### src/rtl/axis_pkt_gen_if.sv
// 8-bit AXI-Stream bus carried between the packet generator and its sink.
// The master drives data/valid/last and the slave drives ready.
interface axis_pkt_gen_if;
  logic [7:0] m_data;
  logic       m_valid;
  logic       m_last;
  logic       m_ready;

  modport master (output m_data, output m_valid, output m_last, input m_ready);
  modport slave  (input m_data, input m_valid, input m_last, output m_ready);
endinterface

### src/rtl/axis_pkt_gen.sv
// AXI-Stream packet source: on start, emits len beats of an incrementing byte pattern from seed.
// Optional trailing XOR checksum beat is enabled by defining AXIS_PKT_CSUM_EN.
module axis_pkt_gen #(
  parameter int LEN_W = 8
) (
  input  logic             clk,
  input  logic             reset_n,
  input  logic             start,
  input  logic [LEN_W-1:0] len,
  input  logic [7:0]       seed,
  output logic             busy,
  output logic             done,
  axis_pkt_gen_if.master   m
);

  typedef enum logic [1:0] {
    S_IDLE,
    S_SEND
`ifdef AXIS_PKT_CSUM_EN
    , S_CSUM
`endif
  } state_t;

  state_t           state_q;
  logic [LEN_W-1:0] cnt_q;
  logic [7:0]       data_q;
  logic             valid_q;
  logic             last_q;
  logic             busy_q;
  logic             done_q;
  logic             hs_d;
  logic [7:0]       data_inc_d;
`ifdef AXIS_PKT_CSUM_EN
  logic [7:0]       csum_q;
`endif

  assign hs_d       = valid_q && m.m_ready;
  assign data_inc_d = data_q + 8'd1;

  assign m.m_data  = data_q;
  assign m.m_valid = valid_q;
  assign m.m_last  = last_q;
  assign busy      = busy_q;
  assign done      = done_q;

  // cnt_q holds the number of payload beats still to follow the one on the bus.
  always_ff @(posedge clk or negedge reset_n) begin
    if (!reset_n) begin
      state_q <= S_IDLE;
      cnt_q   <= '0;
      data_q  <= 8'h00;
      valid_q <= 1'b0;
      last_q  <= 1'b0;
      busy_q  <= 1'b0;
      done_q  <= 1'b0;
`ifdef AXIS_PKT_CSUM_EN
      csum_q  <= 8'h00;
`endif
    end else begin
      done_q <= 1'b0;
      unique case (state_q)
        S_IDLE: begin
          if (start && (len != '0)) begin
            state_q <= S_SEND;
            cnt_q   <= len - LEN_W'(1);
            data_q  <= seed;
            valid_q <= 1'b1;
            busy_q  <= 1'b1;
`ifdef AXIS_PKT_CSUM_EN
            last_q  <= 1'b0;
            csum_q  <= 8'h00;
`else
            last_q  <= (len == LEN_W'(1));
`endif
          end
        end
        S_SEND: begin
          if (hs_d) begin
            if (cnt_q == '0) begin
`ifdef AXIS_PKT_CSUM_EN
              // Final payload byte folds into the checksum presented as the next beat.
              state_q <= S_CSUM;
              data_q  <= csum_q ^ data_q;
              csum_q  <= csum_q ^ data_q;
              last_q  <= 1'b1;
`else
              state_q <= S_IDLE;
              valid_q <= 1'b0;
              last_q  <= 1'b0;
              busy_q  <= 1'b0;
              done_q  <= 1'b1;
`endif
            end else begin
              cnt_q  <= cnt_q - LEN_W'(1);
              data_q <= data_inc_d;
`ifdef AXIS_PKT_CSUM_EN
              csum_q <= csum_q ^ data_q;
`else
              last_q <= (cnt_q == LEN_W'(1));
`endif
            end
          end
        end
`ifdef AXIS_PKT_CSUM_EN
        S_CSUM: begin
          if (hs_d) begin
            state_q <= S_IDLE;
            valid_q <= 1'b0;
            last_q  <= 1'b0;
            busy_q  <= 1'b0;
            done_q  <= 1'b1;
          end
        end
`endif
        default: state_q <= S_IDLE;
      endcase
    end
  end

endmodule

### src/flat_wrapper.sv
// flat-port wrapper written by rule: the top's interface ports become plain ports
module axis_pkt_gen_flat 
#(
  parameter int LEN_W = 8
)
  (clk, reset_n, start, len, seed, busy, done, m_m_data, m_m_valid, m_m_last, m_m_ready);
  axis_pkt_gen_if m_i ();
  input  logic clk;
  input  logic reset_n;
  input  logic start;
  input  logic [LEN_W-1:0] len;
  input  logic [7:0] seed;
  output logic busy;
  output logic done;
  output wire logic [$bits(m_i.m_data)-1:0] m_m_data;
  output wire logic [$bits(m_i.m_valid)-1:0] m_m_valid;
  output wire logic [$bits(m_i.m_last)-1:0] m_m_last;
  input wire logic [$bits(m_i.m_ready)-1:0] m_m_ready;
  assign m_m_data = m_i.m_data;
  assign m_m_valid = m_i.m_valid;
  assign m_m_last = m_i.m_last;
  assign m_i.m_ready = m_m_ready;
  axis_pkt_gen #(.LEN_W(LEN_W)) u_core (.clk(clk), .reset_n(reset_n), .start(start), .len(len), .seed(seed), .busy(busy), .done(done), .m(m_i));
endmodule
### config.mk
export PLATFORM = sky130hd
export DESIGN_NAME = axis_pkt_gen_flat
export DESIGN_NICKNAME = d
export VERILOG_FILES = /design/src/rtl/axis_pkt_gen_if.sv /design/src/rtl/axis_pkt_gen.sv /design/src/flat_wrapper.sv
export SDC_FILE = /design/constraint.sdc
export NUM_CORES = 1
export LEC_CHECK = 0
export BUFFER_PORTS_ARGS = -buffer_cell sky130_fd_sc_hd__buf_2
export CORE_ASPECT_RATIO = 1.2
export CORE_MARGIN = 5
export CORE_UTILIZATION = 48
export DETAILED_ROUTE_END_ITERATION = 8
export HOLD_SLACK_MARGIN = 0.03
export MAX_ROUTING_LAYER = met4
export PLACE_DENSITY_LB_ADDON = 0.08
export SETUP_SLACK_MARGIN = 0.05
export SYNTH_ARGS = -nofsm -noshare
export SYNTH_HDL_FRONTEND = slang
export SYNTH_SLANG_ARGS = --single-unit
### constraint.sdc
create_clock -name clk -period 2.1 [get_ports clk]
set_input_delay 0.105 -clock clk [delete_from_list [all_inputs] [get_ports clk]]
set_output_delay 0.105 -clock clk [all_outputs]
set_load 0.01 [all_outputs]
==> results.json <==
{
  "cts_made_buffers": 3,
  "syn_area_per_cell_sq_um": 8.39,
  "outcome": "complete, no violations",
  "holdCritPathClass": "primary input to flip-flop",
  "die_w_microns": 57.4,
  "setup_viol": 0,
  "rsz0062_at_grt": "false",
  "cts_tree": "yes",
  "power_frac_seq": 0.412,
  "hold_viol_final": 0,
  "yosysWarnings": 0,
  "p_int_w": 0.000970,
  "r2r_start": "u_core.cnt_q[0]",
  "yosys-top-cells-count": "dfrtp_1 (19), a21oi_1 (18), nand2_1 (17)",
  "num-nets-final": 224,
  "vias_per_cell": 5.57,
  "post-dp-hpwl_mm": 2.53,
  "grt_max_degree": 20,
  "p_leak_nw": 0.755,
  "fillCellCount": 236,
  "swShare": 0.448,
  "yosysTopAreaCellShare": 0.368,
  "startpoint_type": "flip-flop",
  "cp.arrival_ns": 2.20,
  "dr.first_iter.drc_count": 32,
  "rows": 20,
  "timing.setup.tns_ns": 0,
  "skew_ns": 0.00729,
  "antenna_found_initial": 0,
  "r2r_cells": 7,
  "post-synth-top-count-cell": "dfrtp_1",
  "drtPass1Iterations": 4,
  "portBuffers": 31,
  "ys_types": 40,
  "overflow": 0,
  "max_freq_mhz": 513,
  "coreArea_sq_mm": 0.00255,
  "multi_input_area_sq_um": 768,
  "maxSlewViolCount": 0,
  "final_antenna_net_count": 0,
  "vias": 1280,
  "drc_errors": 0,
  "die_area_sq_mm": 0.00383,
  "routabilityCongestion": 0.867,
  "ys_async_sr_fraction": 1.00,
  "yosysTopAreaCell": "dfrtp_1",
  "slew-limit-headroom": 0.707,
  "yosys-top-cells-area": "dfrtp_1 (37%), a21oi_1 (7.0%), ha_1 (5.8%)",
  "antennaDiodeCount": 0,
  "report.power.total_w": 0.00176,
  "period_share": 0.928,
  "register_area_sq_um": 475,
  "comb_power_share": 0.474,
  "critPathCaptureType": "flip-flop",
  "grt_first_pass_wirelength_mm": 5.54,
  "cp.required_ns": 2.35,
  "netlist_area_sq_mm": 0.00129,
  "p_per_area_mw_per_mm2": 1090,
  "synth-edff-count": 0,
  "clk_path_buf_depth": 2,
  "critPathMaxFanout": 6,
  "hold_end": "u_core.m.m_data[2]",
  "hold_path_depth": 3,
  "yosysSeqAreaShare": 0.368,
  "peakVddDrop_mv": 0.620,
  "avgRoutedWirePerCell_microns": 14.5,
  "r2r_setup_slack_ns": 0.15,
  "drive_gt1_frac": 0.279,
  "period_needed_ns": 1.95,
  "cts.sinks": 19,
  "syn_nets": 180,
  "worst_slew_pin_slew_ns": 0.439,
  "synthFlopType": "dfrtp_1",
  "routed_wl_mm": 3.34,
  "path_class": "flip-flop to flip-flop",
  "start_util": 0.506,
  "insertion_delay_ns": 0.31,
  "grt_pass1_vias": 1264,
  "clk_pin_slew_worst_paths_ns": 0.12,
  "pwr-share-clk": 0.114,
  "cap_violations": 0,
  "cts-root-buf": "clkbuf_4",
  "io_pins": 32,
  "syn-instance-count": 154,
  "syn_to_final_growth_pct": 24.2,
  "p_switching_w": 0.000786,
  "ys_ff_latch": 19,
  "htreeDepth": 1,
  "hold_path.startpoint": "seed[2]",
  "die_h_microns": 66.8,
  "gr-usage-all-layers": 0.190,
  "r2r-end": "u_core.m.m_data[5]"
}
==> cells in the final DEF, fill, tap and decap left out, types with 5 or more instances in the layout <==
| master | instances |
|---|---|
| a21oi_1 | 18 |
| buf_2 | 31 |
| buf_4 | 10 |
| dfrtp_1 | 19 |
| ha_1 | 6 |
| inv_1 | 5 |
| nand2_1 | 16 |
| nand3_1 | 7 |
| nor2_1 | 12 |
| nor3_1 | 6 |
| o21ai_0 | 12 |
==> stage by stage <==
| step | instance area [sq um] | std cells | hold WS [ns] | setup WS, ns | util |
|---|---|---|---|---|---|
| CTS | 1600 | 230 | 0.0303 | 0.165 | 0.628 |
| global route | 1610 | 230 | 0.0360 | 0.0791 | 0.629 |
| floorplan | 1290 | 154 | -0.191 | 0.294 | - |
| global placement | 1540 | 222 | 0.0678 | 0.265 | 0.601 |
| finish | 1610 | 230 | 0.0263 | 0.151 | 0.629 |
| detailed placement | 1540 | 222 | 0.0799 | 0.196 | 0.601 |
==> cell families after synthesis <==
| kind of cell | Yosys count | share of synthesized area |
|---|---|---|
| adders and majority gates | 6 | 0.0581 |
| xor gates and xnor gates | 5 | 0.0339 |
| AOI/OAI and AO/OA | 48 | 0.221 |
| and+or+nand+nor | 61 | 0.256 |
| buffers and inverters | 12 | 0.0397 |
| muxes | 3 | 0.0242 |
| DFF | 19 | 0.368 |
==> layout make-up <==
cell class / count / area share
well taps: 33 / 0.0257
repair buffers: 45 / 0.168
clock buffers: 3 / 0.0140
clock inverters: 1 / 0.00312
flip-flops and latches: 19 / 0.296
multi-input cells: 123 / 0.479
inverters: 6 / 0.0140
==> metal layers <==
layer	track usage	share of wire
met2	0.346	0.51
met1	0.204	0.43
met5	-	0
met3	0.0233	0.045
met4	0.0812	0.011
==> repair_timing <==
item	CTS	global route
buffers inserted	0	0
hold endpoints to repair	22	0
hold buffers	4	0
setup endpoints to repair	0	5
gates resized for setup	0	1
==> worst max-delay path by stage <==
| stage | end | start |
|---|---|---|
| after floorplan | u_core.m.m_data[5] | u_core.cnt_q[0] |
| after global placement | u_core.m.m_data[5] | u_core.cnt_q[0] |
| after detailed placement | u_core.cnt_q[0] | u_core.cnt_q[1] |
| after CTS | u_core.m.m_data[5] | u_core.cnt_q[0] |
| after global routing | u_core.m.m_data[5] | u_core.cnt_q[0] |
| final | u_core.m.m_data[5] | u_core.cnt_q[0] |
==> critical path, stage by stage (launching register included) <==
cell and delay (ns):
dfrtp_1 0.45, inv_1 0.07, ha_1 0.22, nor3b_2 0.18
a21o_2 0.25, or4_1 0.48, a21o_1 0.19, nand2_1 0.05
==> power by group through the flow <==
| stage | Sequential, W | Clock, W | Combinational [W] |
|---|---|---|---|
| 6_report | 0.000724 | 0.000200 | 0.000833 |
| 5_1_grt | 0.000749 | 0.000215 | 0.000945 |
| 4_1_cts | 0.000720 | 0.000206 | 0.000836 |
| 3_5_place_dp | 0.000729 | 0 | 0.000826 |
| 3_3_place_gp | 0.000717 | 0 | 0.000807 |
| 2_1_floorplan | 0.000727 | 0 | 0.000521 |
==> flip-flops by register name, summed over array words and instances (netlist names) <==
register         flops
u_core.m.m_data      8
u_core.cnt_q         8
u_core.m.m_last      1
u_core.state_q       1
u_core.done          1
(Power assumes the default switching activity.)
